### src/rtl/arm_wb_pkg.sv
// Shared definitions for the writeback write sequencer.
// Holds the sequencer state encoding and the default widths. It also holds the
// register index that is steered to the PC write path, because the register
// file does not store R15.
package arm_wb_pkg;

    localparam int DATA_W_DEF = 32;
    localparam int ADDR_W_DEF = 4;
    localparam logic [3:0] PC_ADDR_DEF = 4'hF;

    typedef enum logic [1:0] {
        IDLE = 2'd0,
        W_LO = 2'd1,
        W_HI = 2'd2
    } wb_state_t;

endpackage

### src/rtl/wb_write_sequencer.sv
// Writeback write sequencer.
// This block accepts one completed result per valid/ready handshake. The result
// is either 32 bits or a 64-bit long-multiply pair. The block turns each result
// into registered single-port write beats: lo first, then hi for 64-bit results.
// A beat whose address is PC_ADDR goes to the PC strobe instead of the register file.
//
// Ports:
//   clk        core clock, rising edge
//   reset      synchronous reset, active low
//   res_valid  result offered          res_ready  sequencer can accept
//   res_wen    condition passed (0 = accept and discard)
//   res_64b    two-beat result
//   res_rd_lo  low / only destination  res_rd_hi  high destination
//   res_lo     low / only data         res_hi     high data
//   rf_we/rf_wa/rf_wd   register file write port (wa/wd hold when idle)
//   pc_we/pc_wd         PC write strobe and data (wd holds when idle)
//   busy       a write beat is in progress
//
// state | meaning
// IDLE  | no beat this cycle
// W_LO  | low (or only) word beat on the outputs
// W_HI  | high word beat of a 64-bit result on the outputs
module wb_write_sequencer
    import arm_wb_pkg::*;
#(
    parameter int              DATA_W  = DATA_W_DEF,
    parameter int              ADDR_W  = ADDR_W_DEF,
    parameter logic [ADDR_W-1:0] PC_ADDR = PC_ADDR_DEF
) (
    input  logic              clk,
    input  logic              reset,
    input  logic              res_valid,
    output logic              res_ready,
    input  logic              res_wen,
    input  logic              res_64b,
    input  logic [ADDR_W-1:0] res_rd_lo,
    input  logic [ADDR_W-1:0] res_rd_hi,
    input  logic [DATA_W-1:0] res_lo,
    input  logic [DATA_W-1:0] res_hi,
    output logic              rf_we,
    output logic [ADDR_W-1:0] rf_wa,
    output logic [DATA_W-1:0] rf_wd,
    output logic              pc_we,
    output logic [DATA_W-1:0] pc_wd,
    output logic              busy
);

    wb_state_t         state, state_nxt;
    logic [DATA_W-1:0] lo_q, hi_q;
    logic [ADDR_W-1:0] alo_q, ahi_q;
    logic              is64_q;

    logic              accept;
    logic              beat_vld;
    logic [ADDR_W-1:0] beat_addr;
    logic [DATA_W-1:0] beat_data;

    // Next-state logic. The next beat is computed here as well, so the beat
    // outputs can be registered and still appear in the same cycle as the new state.
    always_comb begin
        res_ready = 1'b0;
        state_nxt = IDLE;
        beat_vld  = 1'b0;
        beat_addr = alo_q;
        beat_data = lo_q;

        if (reset) begin
            res_ready = !((state == W_LO) && is64_q);
        end
        accept = res_valid && res_ready;

        case (state)
            W_LO: begin
                if (is64_q) begin
                    state_nxt = W_HI;
                end else if (accept && res_wen) begin
                    state_nxt = W_LO;
                end
            end
            W_HI, IDLE: begin
                if (accept && res_wen) begin
                    state_nxt = W_LO;
                end
            end
            default: state_nxt = IDLE;
        endcase

        // W_LO is only ever entered from a fresh accept, so its beat uses the
        // live inputs. W_HI always uses the captured high half.
        case (state_nxt)
            W_LO: begin
                beat_vld  = 1'b1;
                beat_addr = res_rd_lo;
                beat_data = res_lo;
            end
            W_HI: begin
                beat_vld  = 1'b1;
                beat_addr = ahi_q;
                beat_data = hi_q;
            end
            default: ;
        endcase
    end

    always_ff @(posedge clk) begin
        if (!reset) begin
            state <= IDLE;
        end else begin
            state <= state_nxt;
        end
    end

    // Discarded results (res_wen=0) leave the capture bank untouched.
    always_ff @(posedge clk) begin
        if (!reset) begin
            lo_q   <= '0;
            hi_q   <= '0;
            alo_q  <= '0;
            ahi_q  <= '0;
            is64_q <= 1'b0;
        end else if (accept && res_wen) begin
            lo_q   <= res_lo;
            hi_q   <= res_hi;
            alo_q  <= res_rd_lo;
            ahi_q  <= res_rd_hi;
            is64_q <= res_64b;
        end
    end

    always_ff @(posedge clk) begin
        if (!reset) begin
            rf_we <= 1'b0;
            rf_wa <= '0;
            rf_wd <= '0;
            pc_we <= 1'b0;
            pc_wd <= '0;
        end else begin
            rf_we <= beat_vld && (beat_addr != PC_ADDR);
            pc_we <= beat_vld && (beat_addr == PC_ADDR);
            if (beat_vld && (beat_addr != PC_ADDR)) begin
                rf_wa <= beat_addr;
                rf_wd <= beat_data;
            end
            if (beat_vld && (beat_addr == PC_ADDR)) begin
                pc_wd <= beat_data;
            end
        end
    end

    assign busy = (state != IDLE);

endmodule

### config.mk
export PLATFORM = sky130hd
export DESIGN_NAME = wb_write_sequencer
export DESIGN_NICKNAME = d
export VERILOG_FILES = /design/src/rtl/arm_wb_pkg.sv /design/src/rtl/wb_write_sequencer.sv
export SDC_FILE = /design/constraint.sdc
export NUM_CORES = 1
export LEC_CHECK = 0
export ABC_CLOCK_PERIOD_IN_PS = 2600
export BUFFER_PORTS_ARGS = -buffer_cell sky130_fd_sc_hd__buf_2
export CORE_MARGIN = 3
export CORE_UTILIZATION = 43
export CTS_CLUSTER_DIAMETER = 120
export DETAILED_ROUTE_END_ITERATION = 12
export PLACE_DENSITY_LB_ADDON = 0.15
export SLEW_MARGIN = 20
export SYNTH_ARGS = -nofsm -noshare
export SYNTH_HDL_FRONTEND = slang
export SYNTH_SLANG_ARGS = --single-unit
### constraint.sdc
create_clock -name clk -period 2.6 [get_ports clk]
set_input_delay 0.13 -clock clk [delete_from_list [all_inputs] [get_ports clk]]
set_output_delay 0.13 -clock clk [all_outputs]
set_load 0.005 [all_outputs]
==> impl_metrics.ini <==
[critical_path]
worstSetupPathType = flip-flop to flip-flop
arrival_ns = 2.61
r2r_slack_ns = 0.22
cp-end-kind = flip-flop
cp_slowest_cell = or4_4
slowest_delay_ns = 0.60
critPathLaunchType = flip-flop
critPathMaxFanout = 36
critical_path.top_delay_family = simple AND/OR/NAND/NOR gates
r2r-start = state[1]$_SDFF_PN0_
reg2reg_depth = 10
crit_chain = nand3b_1 -> and4_1 -> nand2_1 -> inv_1 -> ha_4 -> a221oi_1 -> or4_4 -> buf_12 -> nor2_1 -> a211oi_2
cp_num_buf_inv = 2
timing.rr.end = rf_wd[23]$_SDFFE_PN0P_
required_ns = 2.84

[placement]
gp_congestion = 0.789
pre_cts_ws_ns = -0.0632
portBuffers = 148
dpl_cell_area_um2 = 5100
post-dp-hpwl_um = 7940

[grt]
grt_usage_pct = 21.0
antenna_found_initial = 0
grt_overflow_total = 0
grt_max_degree = 43
grt_pass1_vias = 3930
grt_pass1_wl_um = 18900

[floorplan]
core_area_um2 = 9330
die_h_um = 104
die-area_um2 = 10900
die_x_um = 104
floorplan.initialDensity_pct = 44.6
rows = 35
ios = 149

[timing]
skew_ns = 0.0118
slew_headroom_pct = 68.8
fin_tns_setup_ns = 0
hold-worst-slack_ns = 0.0198
period_minus_slack_ns = 2.38
period_share_pct = 91.5
finalSetupViolations = 0
rsz0062_at_grt = no
fmax_mhz = 420
hold_violations = 0
maxSlewViolCount = 0
worst_slack_ns = 0.221
worst_pin_slew_ns = 0.468

[synth]
synthFlopType = dfxtp_1
ys_seq_elements = 109
postSynthAreaPerCell_um2 = 8.96
synth_edf_count = 0
syn_inst = 464
synth_nets = 543
ys_seq_area_share_pct = 52.5
async_flop_share_pct = 0
ys_types = 25
yosysWarnings = 0
synthesis.area_um2 = 4160

[clock_network]
tritoncts = built
htreeDepth = 3
clk_latency_ns = 0.36
cts-root-buf = clkbuf_8
clockBufferDepth = 2
numClockSinks = 109
numCtsBuffers = 9
clk_pin_slew_ns = 0.10

[route]
drc = 0
drt-met1-wl_um = 5090
drt_iter0_drc = 150
drt_wl_total_um = 11600
vias_per_cell = 5.22
vias = 3943
route.met3.wl_um = 764
dr.pass1.iters = 4
wl_met2_um = 5590
ant_nets = 0
top_layer = met4
wl_per_cell_um = 15.3

[worst_hold_path]
hp-class = input pin to flip-flop
min_to = hi_q[14]$_SDFFE_PN0P_
worstHoldStart = res_hi[14]
whs_path_depth = 3

[status]
outcome = finished, final reports clean

[pwr]
powerDensity_nw_per_um2 = 627
leakage_nw = 2.46
max-vdd-ir-drop_v = 0.000359

[final_layout]
fin_nets = 701
n_antenna_cell = 0
syn_to_final_growth_pct = 35.4
final_util_pct = 60.3
final_layout_size_suffix_gt1_share_pct = 33.3
final_area_um2 = 5630

[run]
maxCapViolCount = 0
## Yosys cell counts, types with 3 or more instances
| cell | number | area share [%] |
|---|---|---|
| inv_1 | 3 | 0.27 |
| a221oi_1 | 36 | 7.6 |
| nor3_1 | 5 | 0.60 |
| nor2_1 | 39 | 3.5 |
| buf_2 | 9 | 1.1 |
| dfxtp_1 | 109 | 52 |
| clkbuf_1 | 38 | 3.4 |
| nand2_1 | 75 | 6.8 |
| a21oi_1 | 69 | 8.3 |
| a211oi_1 | 23 | 4.2 |
| a211oi_2 | 9 | 2.7 |
| o21a_1 | 32 | 5.8 |
| buf_4 | 3 | 0.54 |
## worst max path at each step
| stage | startpoint | to | cells past startpoint |
|---|---|---|---|
| after CTS | state[1]$_SDFF_PN0_ | rf_wd[12]$_SDFFE_PN0P_ | 9 |
| after global placement | state[1]$_SDFF_PN0_ | rf_wd[8]$_SDFFE_PN0P_ | 9 |
| after global routing | state[1]$_SDFF_PN0_ | rf_wd[24]$_SDFFE_PN0P_ | 10 |
| after detailed placement | state[1]$_SDFF_PN0_ | rf_wd[9]$_SDFFE_PN0P_ | 8 |
| final | state[1]$_SDFF_PN0_ | rf_wd[23]$_SDFFE_PN0P_ | 10 |
| after floorplan | state[1]$_SDFF_PN0_ | rf_wd[22]$_SDFFE_PN0P_ | 13 |
## flip-flops by register name (all words and copies together), names as in the netlist
name    count
is64_q      1
ahi_q       4
rf_we       1
rf_wa       4
hi_q       32
rf_wd      32
pc_we       1
state       2
pc_wd      32
## cell type report
cell class	count	area [um2]
fillers	830	3700
flip-flops and latches	109	2180
multi-input cells	298	1790
repair buffers	200	1260
well taps	129	161
clock buffers	9	124
clock inverters	7	97.6
inverters	4	16.3
## layer usage
metal | vias to the layer above | GRT usage (%)
met5 | - | 0
met4 | 0 | 5.70
met3 | 10 | 5.03
met2 | 126 | 36.3
met1 | 1847 | 26.2
li1 | 1960 | -
## cell families (layout without fill, tap and decap cells)
| logic type | Yosys count | in the layout | share of synthesized area [%] |
|---|---|---|---|
| AO/OA/AOI/OAI | 170 | 170 | 28.6 |
| adder cells (fa/ha/maj) | 2 | 2 | 0.602 |
| buffers and inverters | 57 | 220 | 6.05 |
| flip-flops | 109 | 109 | 52.5 |
| AND/OR/NAND/NOR | 126 | 126 | 12.2 |
## power by group
group | internal [W] | total, W | switching, W
Sequential | 0.00178 | 0.00183 | 0.0000538
Combinational | 0.000271 | 0.000564 | 0.000293
Clock | 0.000550 | 0.00113 | 0.000581
Total | 0.00260 | 0.00353 | 0.000928
## stage by stage
step | std cells | total power (W)
floorplan | 464 | 0.00215
global route | 756 | 0.00370
finish | 756 | 0.00353
global placement | 714 | 0.00239
CTS | 755 | 0.00355
detailed placement | 714 | 0.00240
## worst register-to-register path: cells and delay by family, from the launching register on
family | cells | cell delay [ns]
buffers and inverters | 2 | 0.32
adders and majority gates | 1 | 0.19
and+or+nand+nor | 5 | 1.24
DFF | 1 | 0.34
AOI/OAI and AO/OA | 2 | 0.17
## cells in the final DEF, fill, tap and decap left out, drive strengths merged, types with 2 or more instances in the layout
cell type      n
a221oi        36
dfxtp        109
clkbuf         9
nand2         75
buf          174
a21oi         69
clkinv         3
bufinv         2
nor2          40
dlygate4sd3   26
inv            5
a211oi        32
nor3           5
o21a          32
ha             2
## timing repair
item | CTS | global route
cloned | 0 | 0
hold endpoints to repair | 25 | 1
endpoints found under the setup margin | 66 | 45
pin swaps | 0 | 0
hold buffers | 25 | 1
resized for setup | 2 | 7
buffers inserted | 0 | 0
(Power assumes the default switching activity.)
